<file path="src/rtl/cache_pkg.sv">
// Shared definitions for the 2-way set-associative cache controller.
//   state_e  : controller FSM states
//   NUM_WAYS : associativity (two ways; one LRU bit per set)
package cache_pkg;

  localparam int NUM_WAYS = 2;

  typedef enum logic [2:0] {
    ST_IDLE,
    ST_LOOKUP,
    ST_WRITEBACK,
    ST_REFILL,
    ST_DONE
  } state_e;

endpackage

</file>
<file path="src/rtl/cache_way_array.sv">
// Storage for one cache way: per-set valid, dirty, tag and data.
// Reads are combinational at idx_i; writes happen on the rising clock edge
// when we_i is high and update all four fields of set idx_i together.
// Only valid/dirty are cleared by reset; tag and data keep their contents.
// Ports:
//   clk_i, rst_i         clock, synchronous active-high reset
//   idx_i                set index (shared by read and write)
//   valid_o .. data_o    line contents at idx_i
//   we_i                 write enable
//   wr_valid_i .. wr_data_i  values written at idx_i
import cache_pkg::*;

module cache_way_array #(
  parameter int SETS   = 4,
  parameter int IDX_W  = 2,
  parameter int TAG_W  = 6,
  parameter int DATA_W = 8
) (
  input  logic              clk_i,
  input  logic              rst_i,
  input  logic [IDX_W-1:0]  idx_i,
  output logic              valid_o,
  output logic              dirty_o,
  output logic [TAG_W-1:0]  tag_o,
  output logic [DATA_W-1:0] data_o,
  input  logic              we_i,
  input  logic              wr_valid_i,
  input  logic              wr_dirty_i,
  input  logic [TAG_W-1:0]  wr_tag_i,
  input  logic [DATA_W-1:0] wr_data_i
);

  logic [SETS-1:0]   valid_q;
  logic [SETS-1:0]   dirty_q;
  logic [TAG_W-1:0]  tag_q  [SETS];
  logic [DATA_W-1:0] data_q [SETS];

  always_ff @(posedge clk_i) begin
    if (rst_i) begin
      valid_q <= '0;
      dirty_q <= '0;
    end else if (we_i) begin
      valid_q[idx_i] <= wr_valid_i;
      dirty_q[idx_i] <= wr_dirty_i;
    end
  end

  always_ff @(posedge clk_i) begin
    if (we_i) begin
      tag_q[idx_i]  <= wr_tag_i;
      data_q[idx_i] <= wr_data_i;
    end
  end

  assign valid_o = valid_q[idx_i];
  assign dirty_o = dirty_q[idx_i];
  assign tag_o   = tag_q[idx_i];
  assign data_o  = data_q[idx_i];

endmodule

</file>
<file path="src/rtl/cache_ctrl_2way.sv">
// 2-way set-associative, write-back, write-allocate cache controller with
// one word per line and one LRU bit per set.
// Optional feature: define CACHE_STATS_EN to add 16-bit hit/miss counters.
// Ports:
//   clk, rst                   clock, synchronous active-high reset
//   cpu_req/we/addr/wdata      CPU request, sampled only in IDLE
//   cpu_rdata, cpu_ready       completion pulse and read data
//   mem_req/we/addr/wdata      backing-memory request, held until mem_ack
//   mem_rdata, mem_ack         backing-memory response
//   hit_cnt, miss_cnt          (CACHE_STATS_EN only) completed hits/misses
module cache_ctrl_2way
  import cache_pkg::*;
#(
  parameter int ADDR_W = 8,
  parameter int DATA_W = 8,
  parameter int SETS   = 4
) (
  input  logic              clk,
  input  logic              rst,
  input  logic              cpu_req,
  input  logic              cpu_we,
  input  logic [ADDR_W-1:0] cpu_addr,
  input  logic [DATA_W-1:0] cpu_wdata,
  output logic [DATA_W-1:0] cpu_rdata,
  output logic              cpu_ready,
  output logic              mem_req,
  output logic              mem_we,
  output logic [ADDR_W-1:0] mem_addr,
  output logic [DATA_W-1:0] mem_wdata,
`ifdef CACHE_STATS_EN
  output logic [15:0]       hit_cnt,
  output logic [15:0]       miss_cnt,
`endif
  input  logic [DATA_W-1:0] mem_rdata,
  input  logic              mem_ack
);

  localparam int IDX_W = $clog2(SETS);
  localparam int TAG_W = ADDR_W - IDX_W;

  state_e state_q, state_d;
  logic [SETS-1:0] lru_q, lru_d;

  // captured request and miss bookkeeping
  logic              we_q;
  logic [ADDR_W-1:0] addr_q;
  logic [DATA_W-1:0] wdata_q;
  logic              victim_q, victim_d;
  logic [DATA_W-1:0] rdata_q, rdata_d;

  logic [IDX_W-1:0] idx;
  logic [TAG_W-1:0] tag;

  logic [NUM_WAYS-1:0] rd_valid;
  logic [NUM_WAYS-1:0] rd_dirty;
  logic [TAG_W-1:0]    rd_tag  [NUM_WAYS];
  logic [DATA_W-1:0]   rd_data [NUM_WAYS];

  logic [NUM_WAYS-1:0] way_we;
  logic                wr_valid;
  logic                wr_dirty;
  logic [TAG_W-1:0]    wr_tag;
  logic [DATA_W-1:0]   wr_data;

  logic [NUM_WAYS-1:0] hit;
  logic                hit_way;
  logic                victim_sel;

  assign idx = addr_q[IDX_W-1:0];
  assign tag = addr_q[ADDR_W-1:IDX_W];

  for (genvar w = 0; w < NUM_WAYS; w++) begin : g_way
    cache_way_array #(
      .SETS   (SETS),
      .IDX_W  (IDX_W),
      .TAG_W  (TAG_W),
      .DATA_W (DATA_W)
    ) u_way (
      .clk_i      (clk),
      .rst_i      (rst),
      .idx_i      (idx),
      .valid_o    (rd_valid[w]),
      .dirty_o    (rd_dirty[w]),
      .tag_o      (rd_tag[w]),
      .data_o     (rd_data[w]),
      .we_i       (way_we[w]),
      .wr_valid_i (wr_valid),
      .wr_dirty_i (wr_dirty),
      .wr_tag_i   (wr_tag),
      .wr_data_i  (wr_data)
    );
  end

  always_comb begin
    for (int w = 0; w < NUM_WAYS; w++) begin
      hit[w] = rd_valid[w] && (rd_tag[w] == tag);
    end
  end

  // way0 wins if both somehow match
  assign hit_way = ~hit[0];

  // an empty way is always preferred over evicting; way0 before way1
  assign victim_sel = !rd_valid[0] ? 1'b0 :
                      !rd_valid[1] ? 1'b1 : lru_q[idx];

  always_ff @(posedge clk) begin
    if (rst) begin
      state_q <= ST_IDLE;
      lru_q   <= '0;
    end else begin
      state_q <= state_d;
      lru_q   <= lru_d;
    end
  end

  always_ff @(posedge clk) begin
    if (state_q == ST_IDLE && cpu_req) begin
      we_q    <= cpu_we;
      addr_q  <= cpu_addr;
      wdata_q <= cpu_wdata;
    end
    victim_q <= victim_d;
    rdata_q  <= rdata_d;
  end

  always_comb begin
    state_d   = state_q;
    lru_d     = lru_q;
    victim_d  = victim_q;
    rdata_d   = rdata_q;
    cpu_ready = 1'b0;
    cpu_rdata = '0;
    mem_req   = 1'b0;
    mem_we    = 1'b0;
    mem_addr  = '0;
    mem_wdata = '0;
    way_we    = '0;
    wr_valid  = 1'b0;
    wr_dirty  = 1'b0;
    wr_tag    = '0;
    wr_data   = '0;

    case (state_q)
      ST_IDLE: begin
        if (cpu_req) state_d = ST_LOOKUP;
      end

      ST_LOOKUP: begin
        if (|hit) begin
          cpu_ready    = 1'b1;
          cpu_rdata    = rd_data[hit_way];
          lru_d[idx]   = ~hit_way;
          if (we_q) begin
            way_we[hit_way] = 1'b1;
            wr_valid        = 1'b1;
            wr_dirty        = 1'b1;
            wr_tag          = tag;
            wr_data         = wdata_q;
          end
          state_d = ST_IDLE;
        end else begin
          victim_d = victim_sel;
          if (rd_valid[victim_sel] && rd_dirty[victim_sel]) state_d = ST_WRITEBACK;
          else if (we_q)                                    state_d = ST_DONE;
          else                                              state_d = ST_REFILL;
        end
      end

      ST_WRITEBACK: begin
        // victim line is read live; nothing writes this set until the ack
        mem_req   = 1'b1;
        mem_we    = 1'b1;
        mem_addr  = {rd_tag[victim_q], idx};
        mem_wdata = rd_data[victim_q];
        if (mem_ack) state_d = we_q ? ST_DONE : ST_REFILL;
      end

      ST_REFILL: begin
        mem_req  = 1'b1;
        mem_addr = addr_q;
        if (mem_ack) begin
          way_we[victim_q] = 1'b1;
          wr_valid         = 1'b1;
          wr_dirty         = 1'b0;
          wr_tag           = tag;
          wr_data          = mem_rdata;
          rdata_d          = mem_rdata;
          state_d          = ST_DONE;
        end
      end

      ST_DONE: begin
        cpu_ready  = 1'b1;
        cpu_rdata  = we_q ? wdata_q : rdata_q;
        lru_d[idx] = ~victim_q;
        // write-allocate without refill: the new word lands here, dirty
        if (we_q) begin
          way_we[victim_q] = 1'b1;
          wr_valid         = 1'b1;
          wr_dirty         = 1'b1;
          wr_tag           = tag;
          wr_data          = wdata_q;
        end
        state_d = ST_IDLE;
      end

      default: state_d = ST_IDLE;
    endcase
  end

`ifdef CACHE_STATS_EN
  logic        hit_evt;
  logic        miss_evt;
  logic [15:0] hit_cnt_q;
  logic [15:0] miss_cnt_q;

  assign hit_evt  = (state_q == ST_LOOKUP) && (|hit);
  assign miss_evt = (state_q == ST_DONE);

  always_ff @(posedge clk) begin
    if (rst) begin
      hit_cnt_q  <= '0;
      miss_cnt_q <= '0;
    end else begin
      if (hit_evt)  hit_cnt_q  <= hit_cnt_q + 16'd1;
      if (miss_evt) miss_cnt_q <= miss_cnt_q + 16'd1;
    end
  end

  assign hit_cnt  = hit_cnt_q;
  assign miss_cnt = miss_cnt_q;
`endif

endmodule

</file>
<file path="config.mk">
export PLATFORM = sky130hd
export DESIGN_NAME = cache_ctrl_2way
export DESIGN_NICKNAME = d
export VERILOG_FILES = /design/src/rtl/cache_pkg.sv /design/src/rtl/cache_way_array.sv /design/src/rtl/cache_ctrl_2way.sv
export SDC_FILE = /design/constraint.sdc
export NUM_CORES = 1
export LEC_CHECK = 0
export CORE_UTILIZATION = 50
export DETAILED_ROUTE_END_ITERATION = 10
export HOLD_SLACK_MARGIN = 0.12
export PLACE_DENSITY = 0.74
export SLEW_MARGIN = 20
export SYNTH_ARGS = -nofsm -noshare
export SYNTH_HDL_FRONTEND = slang
export SYNTH_SLANG_ARGS = --single-unit
</file>
<file path="constraint.sdc">
create_clock -name clk -period 3.8 [get_ports clk]
set_input_delay 0.95 -clock clk [delete_from_list [all_inputs] [get_ports clk]]
set_output_delay 0.95 -clock clk [all_outputs]
set_load 0.02 [all_outputs]
</file>
==> impl_metrics.tcl <==
set metrics [dict create \
    design.die.area_mm2 0.0150 \
    rsz0062_at_grt "true" \
    postRouteAntennaNets 0 \
    power.static_leakage_nw 3.04 \
    number_of_standard_cell_rows_in_the_floorplan 43 \
    period_needed_ns 3.70 \
    max-slew-margin-rel_pct 55.9 \
    power_frac_seq_pct 47.9 \
    synth.most_common_cell "sky130_fd_sc_hd__edfxtp_1" \
    vias_per_cell 5.92 \
    grt_antenna_before_repair 0 \
    cells_after_synthesis 471 \
    detailedRoute.firstIterationViolations 350 \
    netlist-cell-type-count 70 \
    path_clk_slew_ns 0.06 \
    clock_latency_ns 0.43 \
    cts_tree "yes" \
    first_global_vias 4591 \
    mappedNetlistArea_mm2 0.00727 \
    worst_ep_required_time_ns 2.85 \
    intPower_mw 3.12 \
    cts.sinks 163 \
    crit_path_max_fanout 23 \
    pwr-share-clk_pct 37.5 \
    syn_area_per_cell_um2 15.4 \
    end_kind "output pin" \
    filler_cell_count_in_the_final_layout 1004 \
    n_diodes 0 \
    tightestPinTransition_ns 0.661 \
    grt_first_pass_wirelength_um 25600 \
    worst-endpoint-arrival_ns 2.75 \
    postSynthNetCount 500 \
    yosysTopAreaCellShare_pct 57.0 \
    r2r_slack_ns 0.60 \
    syn_to_final_growth_pct 21.3 \
    groute.usage.overall_pct 24.3 \
    grt_max_degree 25 \
    async_flop_share_pct 0 \
    finalSetupViolations 0 \
    status "completed" \
    cap_violations 0 \
    vias 4437 \
    post-route-drc-count 0 \
    post-route-worst-setup-slack_ns 0.103 \
    worst_hold_path_type "reg -> reg" \
    route.detailed.wl_per_inst_um 22.2 \
    power.switching_mw 1.09 \
    io-pin-count 56 \
    max_fclk_ghz 0.271 \
    numCtsBuffers 17 \
    coreArea_mm2 0.0140 \
    finalNetCount 585 \
    setup-tns-final_ns 0 \
    fin_skew_ns 0.00838 \
    power.density_mw_per_mm2 478 \
    report.final.slew_viol_count 0 \
    postSynthRegisterBits 163 \
    dieHeight_um 123 \
    worstSetupStartpointType "flop" \
    placement.io_buffers 55 \
    post-route-period-util_pct 97.3 \
    synth_ff_type "sky130_fd_sc_hd__edfxtp_1" \
    place_congestion 0.897 \
    yosysTopAreaCell "sky130_fd_sc_hd__edfxtp_1" \
    power.combinational.fraction_pct 14.6 \
    vdd_ir_drop_max_v 0.000339 \
    yosys-top-cells-area "sky130_fd_sc_hd__edfxtp_1 57%, sky130_fd_sc_hd__mux4_2 8.0%, sky130_fd_sc_hd__dfxtp_1 6.9%" \
    timing.hold.worst.start "g_way[0].u_way.valid_q[0]" \
    cts_htree_levels 4 \
    swShare_pct 25.9 \
    synth.yosys.seq_area_share_pct 63.8 \
    post_route_cells_drive_above_1_share_pct 26.7 \
    place_hpwl_um 11300 \
    ctsLongestPathBuffers 2 \
    drt_pre_antenna_iters 5 \
    number_of_enable_type_register_cells_in_the_synthesized_netlist 138 \
    final-hold-violation-count 0 \
    path_class "reg -> out" \
    postRouteWirelength_um 16700 \
    grt_overflow 0 \
    floorplan.initialDensity_pct 51.8 \
    post_synth_most_frequent_cells "138 x sky130_fd_sc_hd__edfxtp_1, 47 x sky130_fd_sc_hd__mux2i_1, 29 x sky130_fd_sc_hd__nand2_1" \
    synth_warnings 0 \
    cts_hold_repair.buffers 0 \
    fp.dieW_um 123 \
    root_buffer "sky130_fd_sc_hd__clkbuf_16" \
    place_ws_ns 0.00148 \
]
==> kinds of logic (layout without fill, tap and decap cells) <==
group,count (synthesis),after routing,synth area share (%)
DFF,163,163,63.8
and+or+nand+nor,104,104,8.08
muxes,81,81,16.2
AOI/OAI and AO/OA,71,71,7.64
buffers and inverters,42,140,3.06
xor gates and xnor gates,10,10,1.20
==> worst max-delay path, cell delays in order, from the launching register on <==
cell and delay [ns]:
sky130_fd_sc_hd__dfxtp_4 0.38, sky130_fd_sc_hd__buf_12 0.17, sky130_fd_sc_hd__or2b_1 0.23, sky130_fd_sc_hd__mux2_2 0.27, sky130_fd_sc_hd__a211oi_2 0.23, sky130_fd_sc_hd__o211a_1 0.25
sky130_fd_sc_hd__buf_6 0.18, sky130_fd_sc_hd__mux2i_4 0.26, sky130_fd_sc_hd__o22ai_1 0.13, sky130_fd_sc_hd__buf_2 0.21
==> power groups by stage <==
stage	registers, mW	clock network (mW)	logic (mW)
2_1_floorplan	2.03	0	0.419
3_3_place_gp	2.05	0	0.580
3_5_place_dp	2.06	0	0.591
4_1_cts	2.02	1.61	0.607
5_1_grt	2.02	1.67	0.657
6_report	2.02	1.58	0.615
==> final timing paths <==
kind,to,depth (start not counted)
setup / recovery,cpu_rdata[1],9
hold / removal,g_way[0].u_way.valid_q[0],2
setup reg to reg,g_way[0].u_way.tag_q[3][0],11
hold reg to reg,g_way[0].u_way.valid_q[0],2
==> state kept, by name, summed over array words and instances, names as in the netlist, named ones only <==
name / count
state_q: 3
we_q: 1
addr_q: 8
lru_q: 4
g_way.u_way.tag_q: 48
victim_q: 1
g_way.u_way.data_q: 64
wdata_q: 8
g_way.u_way.valid_q: 8
rdata_q: 8
g_way.u_way.dirty_q: 8
==> layout make-up <==
cell class | count | area, um^2 | area share (%)
flip-flops and latches | 163 | 4650 | 52.7
well taps | 180 | 225 | 2.55
clock inverters | 14 | 120 | 1.36
multi-input cells | 266 | 2490 | 28.2
clock buffers | 18 | 429 | 4.86
inverters | 13 | 48.8 | 0.553
repair buffers | 95 | 861 | 9.76
==> per-layer routing <==
metal  share of wire (%)  up-vias  GRT usage, %
li1                    -     2004             -
met4                 2.5        0          10.2
met2                  50      172          39.6
met5                   0        -             0
met1                  42     2231          31.8
met3                 6.3       30          4.97
==> repair_timing <==
item,in CTS,in global routing
endpoints found under the setup margin,9,8
setup buffers,3,0
pin swaps,2,0
resized for setup,31,17
==> metrics by stage <==
step | instance area, um^2 | hold slack (ns) | utilization, % | instances | power (mW)
after floorplan | 7270 | 0.422 | - | 471 | 2.45
final | 8820 | 0.447 | 62.8 | 749 | 4.22
after detailed placement | 8200 | 0.439 | 58.4 | 714 | 2.65
after global placement | 8200 | 0.431 | 58.4 | 714 | 2.63
after global routing | 8820 | 0.492 | 62.8 | 749 | 4.35
after CTS | 8810 | 0.449 | 62.8 | 749 | 4.23
==> layout by cell type, fill, tap and decap left out, types with 4 or more instances in the layout <==
master	netlist	layout
sky130_fd_sc_hd__edfxtp_1	138	138
sky130_fd_sc_hd__clkdlybuf4s50_1	0	46
sky130_fd_sc_hd__mux2i_1	47	38
sky130_fd_sc_hd__buf_4	2	35
sky130_fd_sc_hd__nand2_1	29	29
sky130_fd_sc_hd__mux4_2	26	26
sky130_fd_sc_hd__a21oi_1	25	25
sky130_fd_sc_hd__dfxtp_1	25	23
sky130_fd_sc_hd__nor2_1	21	21
sky130_fd_sc_hd__clkbuf_16	0	17
sky130_fd_sc_hd__nand2b_1	15	15
sky130_fd_sc_hd__inv_1	12	12
sky130_fd_sc_hd__o22ai_1	9	8
sky130_fd_sc_hd__a32o_1	8	8
sky130_fd_sc_hd__mux2i_2	0	7
sky130_fd_sc_hd__xnor2_1	7	6
sky130_fd_sc_hd__mux2_2	6	6
sky130_fd_sc_hd__clkinvlp_4	0	6
sky130_fd_sc_hd__and2b_1	5	5
sky130_fd_sc_hd__nor2b_1	4	4
sky130_fd_sc_hd__buf_2	6	4
Power figures use the tool's default switching activity.
==> patch, RTL diff (config.mk and constraints unchanged) <==
The 5 states of `state_e` get a one-hot encoding in 5 bits.
--- a/src/rtl/cache_pkg.sv
+++ b/src/rtl/cache_pkg.sv
@@ -5,12 +5,12 @@
 
   localparam int NUM_WAYS = 2;
 
-  typedef enum logic [2:0] {
-    ST_IDLE,
-    ST_LOOKUP,
-    ST_WRITEBACK,
-    ST_REFILL,
-    ST_DONE
+  typedef enum logic [4:0] {
+    ST_IDLE      = 5'b00001,
+    ST_LOOKUP    = 5'b00010,
+    ST_WRITEBACK = 5'b00100,
+    ST_REFILL    = 5'b01000,
+    ST_DONE      = 5'b10000
   } state_e;
 
 endpackage
Formal check against the unedited RTL: no difference found for any inputs over 4 cycles, from zero or initial values and one cycle with rst high; so few cycles prove little.
==> patch against the original RTL <==
Non-clock buffer count is 5 lower; routed wire length is 1.2% lower; count of clock-buffer cells in the layout stayed put; highest routed layer unchanged; cell area is 1.6% lower; worst setup slack better by 0.022 ns; synthesized area is 1.7% lower; sequential cell count is 2 higher; core utilization is 0.56 points lower.
Power is not compared: it rests on default switching activity, and its combinational part moved more than twofold at a synthesized area within 25%.
==> patch: results (changes against the original RTL) <==
WHS Path Cells - 1 (-1)
Share of cells above drive strength 1 - 22.5% (-4.2 points)
GP Congestion - 0.828 (-7.7%)
CTS H-tree lvls - 4 (unchanged)
GRT Total Usage - 24.2% (-0.085 points)
R2R Setup Slk - 0.68 ns (+0.08 ns)
First-pass GRT wire length - 25.5 mm (-0.46%)
Syn_area_per_cell - 15.1 um2 (-2.3%)
CP max-delay cell - mux4_2
Arrival @ worst endpoint - 2.72 ns (-0.03 ns)
CTS Buffer Depth - 2 (unchanged)
Iter 0 DRT Violations - 398 (+14%)
R2r endpoint - g_way[1].u_way.tag_q[2][0]$_DFFE_PP_
Routed WL - 16.5 mm (-1.2%)
Largest net degree at the start of global routing - 24 (-4.0%)
Placed cell count - 718 (+0.56%)
Worst R2R Path Depth - 9 (-2)
Yosys warns - 0 (unchanged)
Final non-filler cell total - 753 (+0.53%)
Worst-Margin Slew - 0.853 ns (+0.191 ns)
Largest registers - g_way.u_way.data_q (64), g_way.u_way.tag_q (48)
Fillers - 1,037 (+3.3%)
Seq/Total Area, Yosys - 65.5% (+1.7 points)
Min-Delay Path Class - register to register
Pre-antenna DRT Iters - 5 (unchanged)
Vias in the first global route - 4,679 (+1.9%)
Syn Nets - 503 (+0.60%)
Nets - 589 (+0.68%)
DR vias/cell - 6.07 (+2.4%)
Top cells by area, synth - edfxtp_1 58%, mux4_2 9.8%, dfxtp_1 7.6%
CP max FO - 7 (-70%)
Clk slew on worst S/H paths - 0.06 ns (about the same)
Place WS - -0.00477 ns (-0.00626 ns)
Final Skew - 0.00979 ns (+0.00142 ns)
Commonest cells in the netlist - 138 x edfxtp_1, 34 x nand2_1, 32 x mux2i_1, 31 x mux4_2, 27 x dfxtp_1
Hold EP - g_way[0].u_way.valid_q[2]$_SDFFE_PP0P_
Netlist cell types - 52 (-26%)
Crit-path max cell delay - 0.53 ns (+0.15 ns)
Outcome - complete, no violations
Post-detail-place hpwl - 10.8 mm (-3.8%)
Hold Path Origin - g_way[0].u_way.valid_q[2]$_SDFFE_PP0P_
CTS buffer count - 17 (unchanged)
## patch: cell types whose count changed after synthesis, sizes merged, moves of 7 or more
| cell | unedited run | this run |
|---|---|---|
| o21a | 1 | 8 |
| a32o | 8 | 0 |
| nand3 | 4 | 13 |
| a21oi | 25 | 8 |
| o21ai | 4 | 26 |
| mux2i | 47 | 32 |
| nand2b | 16 | 4 |
| a21boi | 1 | 8 |
## patch: worst max path at each step
stage	from	to	slack (ns)	depth (start not counted)
global placement	register	cpu_rdata[7]	-0.02	9
global route	register	cpu_rdata[5]	0.01	10
finish	register	cpu_rdata[5]	0.13	9
detailed placement	register	cpu_rdata[1]	-0.005	9
CTS	register	cpu_rdata[5]	0.002	10
floorplan	register	cpu_rdata[0]	0.48	9
## patch: cell families after synthesis
| family | share of synthesized area [%] |
|---|---|
| xor gates and xnor gates | 1.72 |
| and+or+nand+nor | 8.14 |
| buffers and inverters | 2.49 |
| AOI/OAI and AO/OA | 7.74 |
| DFF | 65.5 |
| muxes | 14.4 |
## patch: routing by layer
metal	up-vias	track usage [%]	wire length [um]
met5	-	0	0
met4	0	13.7	614
met3	50	6.41	1350
met2	228	37.5	7870
met1	2273	31.1	6620
li1	2017	-	-
## patch: power groups by stage
stage / sequential, W / combinational (W) / clock, W
2_1_floorplan: 0.00201 / 0.000144 / 0
3_3_place_gp: 0.00202 / 0.000213 / 0
3_5_place_dp: 0.00202 / 0.000215 / 0
4_1_cts: 0.00198 / 0.000235 / 0.00172
5_1_grt: 0.00198 / 0.000256 / 0.00179
6_report: 0.00198 / 0.000238 / 0.00172
## patch: through the flow
step / hold slack (ns) / cell area (um2)
after floorplan: 0.435 / 7150
after global placement: 0.443 / 8050
after detailed placement: 0.452 / 8050
after CTS: 0.467 / 8670
after global routing: 0.492 / 8680
final: 0.466 / 8680
## patch: final cells by class
class | instances | area [um2] | area share (%)
inverter | 12 | 45.0 | 0.519
multi-input combinational | 274 | 2330 | 26.8
sequential | 165 | 4690 | 54.0
clock buffer | 18 | 429 | 4.95
tap | 180 | 225 | 2.60
timing repair buffer | 90 | 802 | 9.24
clock inverter | 14 | 159 | 1.83
## patch: timing repair
| item | 4_1_cts | 5_1_grt |
|---|---|---|
| gates resized for setup | 20 | 17 |
| buffers inserted | 3 | 0 |
| setup endpoints to repair | 9 | 9 |
## patch: critical path, delay by kind of cell, from the launching register on
kind            cells  cell delay [ns]
simple gates        2             0.42
compound gates      1             0.10
flops               1             0.36
xor+xnor            1             0.19
mux                 2             0.75
buf+inv             3             0.47
